$ cat config.mk
export PLATFORM = sky130hd
export DESIGN_NAME = sap1_controller_sequencer
export DESIGN_NICKNAME = d
export VERILOG_FILES = /design/src/rtl/sap1_controller_sequencer.sv
export SDC_FILE = /design/constraint.sdc
export NUM_CORES = 1
export LEC_CHECK = 0
export CORE_ASPECT_RATIO = 1.1
export CORE_UTILIZATION = 39
export DETAILED_ROUTE_END_ITERATION = 16
export PLACE_DENSITY = 0.77
export SETUP_SLACK_MARGIN = 0.02
export SLEW_MARGIN = 10
export SYNTH_ARGS = -nofsm -noshare
export SYNTH_HDL_FRONTEND = slang
export SYNTH_SLANG_ARGS = --single-unit
$ cat constraint.sdc
create_clock -name CLK -period 1.8 [get_ports CLK]
set_input_delay 0.36 -clock CLK [delete_from_list [all_inputs] [get_ports CLK]]
set_output_delay 0.36 -clock CLK [all_outputs]
set_load 0.01 [all_outputs]
$ cat src/rtl/sap1_controller_sequencer.sv
// SAP-1 controller-sequencer: six-state ring counter, control-word decoder
// and the HLT latch that freezes the machine until CLR.
module sap1_controller_sequencer (
  input  logic       CLK,
  input  logic       CLR,
  input  logic [3:0] opcode,
  output logic [5:0] t_state,
  output logic       CP,
  output logic       EP,
  output logic       LM,
  output logic       CE,
  output logic       LI,
  output logic       EI,
  output logic       LA,
  output logic       EA,
  output logic       SU,
  output logic       EU,
  output logic       LB,
  output logic       LO,
  output logic       HLT,
  output logic       instr_done
);

  localparam logic [5:0] T1 = 6'b000001;
  localparam logic [5:0] T2 = 6'b000010;
  localparam logic [5:0] T3 = 6'b000100;
  localparam logic [5:0] T4 = 6'b001000;
  localparam logic [5:0] T5 = 6'b010000;
  localparam logic [5:0] T6 = 6'b100000;

  localparam logic [3:0] OP_LDA = 4'b0000;
  localparam logic [3:0] OP_ADD = 4'b0001;
  localparam logic [3:0] OP_SUB = 4'b0010;
  localparam logic [3:0] OP_OUT = 4'b1110;
  localparam logic [3:0] OP_HLT = 4'b1111;

  logic [5:0] t_next;
  logic       halted;
  logic       halted_next;
  logic       active;

  // State register: CLR always lands on T1 with the halt latch cleared.
  always_ff @(posedge CLK) begin
    if (CLR) begin
      t_state <= T1;
      halted  <= 1'b0;
    end else begin
      t_state <= t_next;
      halted  <= halted_next;
    end
  end

  // Ring advance; a HLT opcode at the end of T4 freezes the counter in T5.
  always_comb begin
    t_next      = t_state;
    halted_next = halted;
    if (!halted) begin
      case (t_state)
        T1: t_next = T2;
        T2: t_next = T3;
        T3: t_next = T4;
        T4: begin
          t_next = T5;
          if (opcode == OP_HLT) halted_next = 1'b1;
        end
        T5: t_next = T6;
        T6: t_next = T1;
        default: t_next = T1;
      endcase
    end
  end

  assign active = !CLR && !halted;

  // Control-word decode; opcode is consulted only in the execute states.
  always_comb begin
    CP = 1'b0;
    EP = 1'b0;
    LM = 1'b0;
    CE = 1'b0;
    LI = 1'b0;
    EI = 1'b0;
    LA = 1'b0;
    EA = 1'b0;
    SU = 1'b0;
    EU = 1'b0;
    LB = 1'b0;
    LO = 1'b0;
    if (active) begin
      case (t_state)
        T1: begin
          EP = 1'b1;
          LM = 1'b1;
        end
        T2: CP = 1'b1;
        T3: begin
          CE = 1'b1;
          LI = 1'b1;
        end
        T4: begin
          case (opcode)
            OP_LDA, OP_ADD, OP_SUB: begin
              EI = 1'b1;
              LM = 1'b1;
            end
            OP_OUT: begin
              EA = 1'b1;
              LO = 1'b1;
            end
            default: ;
          endcase
        end
        T5: begin
          case (opcode)
            OP_LDA: begin
              CE = 1'b1;
              LA = 1'b1;
            end
            OP_ADD, OP_SUB: begin
              CE = 1'b1;
              LB = 1'b1;
            end
            default: ;
          endcase
        end
        T6: begin
          case (opcode)
            OP_ADD: begin
              LA = 1'b1;
              EU = 1'b1;
            end
            OP_SUB: begin
              LA = 1'b1;
              EU = 1'b1;
              SU = 1'b1;
            end
            default: ;
          endcase
        end
        default: ;
      endcase
    end
  end

  assign HLT        = halted && !CLR;
  assign instr_done = active && (t_state == T6);

endmodule

==> results of run 1 <==
==> stage by stage <==
| stage | cell area [um2] | setup WS, ns |
|---|---|---|
| 2_1_floorplan | 564 | 0.0944 |
| 4_1_cts | 1100 | -0.235 |
| 3_3_place_gp | 1010 | -0.526 |
| 3_5_place_dp | 1010 | -0.585 |
==> kinds of logic after synthesis <==
group,count (synthesis),synth area share (%)
xor+xnor,1,1.57
flops,7,25.1
simple gates,49,55.9
compound gates,12,14.1
buf+inv,4,3.35
==> synth_stat cells <==
master    number
dfxtp_1        7
or2_2          1
nand2_1       10
a211oi_1       1
or2_1          1
and3_1         2
nor4_2         1
or3b_2         1
xor2_1         1
and2b_1        1
buf_4          1
and4_1         1
o221a_1        1
nor2b_1        5
nand4_1        1
nor4b_2        2
clkbuf_1       1
or3_1          1
nand4_2        1
a21oi_1        7
o31ai_2        1
nor4_1         1
buf_1          1
nor2_1         9
nand2b_1       2
inv_1          1
nand3_1        1
nand3b_1       5
o21ai_0        1
o211ai_1       1
nor4_4         1
nor3_1         2
==> timing repair <==
action,in CTS
gates resized for setup,78
endpoints found under the setup margin,15
buffers inserted,7
cloned,0
pin swaps,12
hold buffers,0
==> metrics.txt, run 1 <==
worst-path endpoint after global-route repair_timing=CE; Synth cell types=32; sequential cell area fraction in the yosys report=25.1%; worst_ep kind=output port; failing step=global routing (5_1_grt); cells after synthesis=73; First Err=[ERROR DPL-0033] detailed placement checks failed during check placement.; Placer Congestion=0.886; Die W=38.1 um; area leader, netlist=dfxtp_1; Clock Tree Buf Depth=2; H-tree lvl count=1; cells taking the most area after synthesis=dfxtp_1 25%, nand2_1 6.7%, nand3b_1 6.7%, a21oi_1 6.3%, nor2_1 6.0%; Post-Syn Area per Cell=7.66 um2; root buffer cell=clkbuf_4; IO Port Bufs=25; synthesized area=559 um2; # IOs=26; syn nets=79; status=aborted with a tool error; Inst Count DP=136; Synth top area share=25.1%; HPWL Detailed=1670 um; Die H=41.7 um; flip-flop and latch count after synthesis=7; # clock sinks=7; synthesis warning total=0; Initial Util=44.7%; Std-Cell Rows=13; CTS buffer count=3; largest net degree at the start of global routing=12; initial antenna violation count=0
==> inputs of run 2 (changes only) <==
--- a/config.mk
+++ b/config.mk
@@ -5,11 +5,10 @@
 export SDC_FILE = /design/constraint.sdc
 export NUM_CORES = 1
 export LEC_CHECK = 0
-export CORE_ASPECT_RATIO = 1.1
-export CORE_UTILIZATION = 39
+export CORE_AREA = 2 2 63 65
 export DETAILED_ROUTE_END_ITERATION = 16
-export PLACE_DENSITY = 0.77
-export SETUP_SLACK_MARGIN = 0.02
+export DIE_AREA = 0 0 65 67
+export PLACE_DENSITY_LB_ADDON = 0.15
 export SLEW_MARGIN = 10
 export SYNTH_ARGS = -nofsm -noshare
 export SYNTH_HDL_FRONTEND = slang
==> metrics.txt, run 2 <==
post-route setup TNS=-0.0116 ns; Worst Skew=0.00280 ns; Seq. cell area=154 um2; Pins Over Slew Limit=0; Worst Path Required=1.44 ns; vias in the first global route=707; syn nets=79 (unchanged); setup ws final=-0.0116 ns; top flop regs=t_state (6), halted (1); CTS buffer count=3 (unchanged); H-tree lvl count=1 (unchanged); cells taking the most area after synthesis=dfxtp_1 25%, nand2_1 6.7%, nand3b_1 6.7%, a21oi_1 6.3%, nor2_1 6.0%; Pre-antenna DRT Iters=4; Antenna diodes=0; DR vias/cell=4.27; hold depth=3; layout cells sized above 1=56.8%; Slew @ Worst Pin=0.271 ns; Biggest register=t_state; largest net degree at the start of global routing=13; peak supply drop=0.000245 V; top cells by count, synth=10 x nand2_1, 9 x nor2_1, 7 x a21oi_1, 7 x dfxtp_1; Finished Core Util=33.1%; kind of critical path=reg2out; failing checks=negative setup slack; Setup Viol. Count Final=1; cells after synthesis=73 (unchanged); # clock sinks=7 (unchanged); clock share of power=30.1%; gr usage total=10.6%; Post-Syn Area per Cell=7.66 um2 (unchanged); Initial Util=15.5% (-29 points); Max-Cap Viols=0; EDFF count, synth=0 (unchanged); Post-DP Area=1060 um2 (+4.8%); Hold Crit Class=reg2reg; Power, Total=759 uW; DRT iter0 DRCs=52; # IOs=26 (unchanged); area grow syn2layout=113%; RSZ-0062 raised after global routing=yes; arrival time at the worst endpoint=1.45 ns; WL final=2240 um; synthesized area=559 um2 (unchanged); Synth top area share=25.1% (unchanged); drt drc=0; Std-Cell Rows=22 (+9); Synth cell types=32 (unchanged); commonest cells after routing, fill and taps aside=29 x buf_4, 11 x buf_2, 8 x nand2_1; clock slew seen by the registers of the worst setup and hold paths=0.04 ns; area leader, netlist=dfxtp_1; switching share of power=30.9%; NumNets Final=139; IO Port Bufs=25 (unchanged); Worst Path Max Fanout=5; crit start category=flop; HPWL Detailed=1720 um (+2.7%); Die H=67 um (+61%); first-pass GRT wire length=3460 um; Lkg Pwr=0.000523 uW; Die W=65 um (+71%); Reg power frac=25.1%; highest achievable clock rate=0.552 GHz; Placer Congestion=0.727 (-18%); sequential cell area fraction in the yosys report=25.1% (unchanged); Core Region=3610 um2; clk_lat worst skew=0.23 ns; final std cells w/o fill=180; DRT antenna net count=0; internal power=525 uW; P per Cell Area=637 nW/um2; CTS tree=built; Max transition margin=81.8%; Register-to-Register Path Depth=8; Comb power frac=44.8%; net switching power=235 uW; period utilization=101%; top_reg_cell synth=dfxtp_1; commonest non-fill, non-tap cell in the layout=buf_4; Inst Count DP=170 (+25%); post-route cell area=1190 um2; synthesis warning total=0 (unchanged); Die ar.=4360 um2; max FFs per register=6; vias after detailed routing=769; initial antenna violation count=0; status=finished with violations; fill count=391; top-count cell post-synth=nand2_1; routed len/inst=12.4 um; area of the multi-input gates=489 um2; Crit. End Element=primary output; flip-flop and latch count after synthesis=7 (unchanged); Hold-fix buffers, CTS=0 (unchanged); root buffer cell=clkbuf_8; Clock Tree Buf Depth=2 (unchanged); Fin. Hold Viols=0; Min Clock Period, post-route=1.81 ns; total global routing overflow=0; asr flop ratio synth=0% (unchanged)
[run 2: layout make-up]
type / instances / area share, %
sequential: 7 / 12.9
inverter: 1 / 0.315
clock buffer: 4 / 3.78
timing repair buffer: 58 / 36.9
multi-input combinational: 62 / 41.0
tap: 48 / 5.04
[run 2: cells by family after synthesis]
| logic type | after synthesis | share of synthesized area [%] |
|---|---|---|
| xor gates and xnor gates | 1 | 1.57 |
| DFF | 7 | 25.1 |
| buffers and inverters | 4 | 3.35 |
| and+or+nand+nor | 49 | 55.9 |
| AOI/OAI and AO/OA | 12 | 14.1 |
[run 2: worst paths after layout]
| check | from | to | slack, ns |
|---|---|---|---|
| worst max-delay path | t_state[2]$_SDFFE_PP0N_ | CE | -0.01 |
| worst max register to register | t_state[2]$_SDFFE_PP0N_ | halted$_SDFF_PP0_ | 0.28 |
| worst min register to register | t_state[5]$_SDFFE_PP0N_ | t_state[5]$_SDFFE_PP0N_ | 0.62 |
| worst min-delay path | t_state[5]$_SDFFE_PP0N_ | t_state[5]$_SDFFE_PP0N_ | 0.62 |
[run 2: timing repair]
item	in CTS	in global routing
setup endpoints to repair	14	12
hold endpoints to repair	0	0
resized for setup	72	15
cloned	0	0
pin swaps	10	10
buffers inserted	4	2
[run 2: metrics by stage]
step / hold WS, ns / worst slack [ns]
floorplan: 0.537 / 0.0944
global placement: 0.625 / -0.528
detailed placement: 0.631 / -0.577
CTS: 0.622 / -0.0336
global route: 0.641 / -0.0965
finish: 0.620 / -0.0116
[run 2: critical path: stages, from the launching register on]
cell and delay (ns):
dfxtp_4 0.36, buf_6 0.12, nor4_4 0.11, buf_4 0.18, buf_6 0.10, nand4_1 0.07
a21oi_1 0.13, buf_2 0.14
[run 2: power by group through the flow]
stage	Combinational (uW)	Sequential, uW	Clock [uW]
6_report	340	191	228
4_1_cts	325	187	236
3_5_place_dp	292	188	0
2_1_floorplan	98.7	202	0
5_1_grt	366	192	246
3_3_place_gp	293	188	0
[run 2: metal layers]
metal  GRT usage [%]  up-vias  share of wire (%)
met2            16.9       17                 49
met4            2.39        0               0.54
met5               0        -                  0
met1            13.7      368                 46
met3            3.72        2                4.4
li1                -      382                  -
Power figures use the tool's default switching activity.
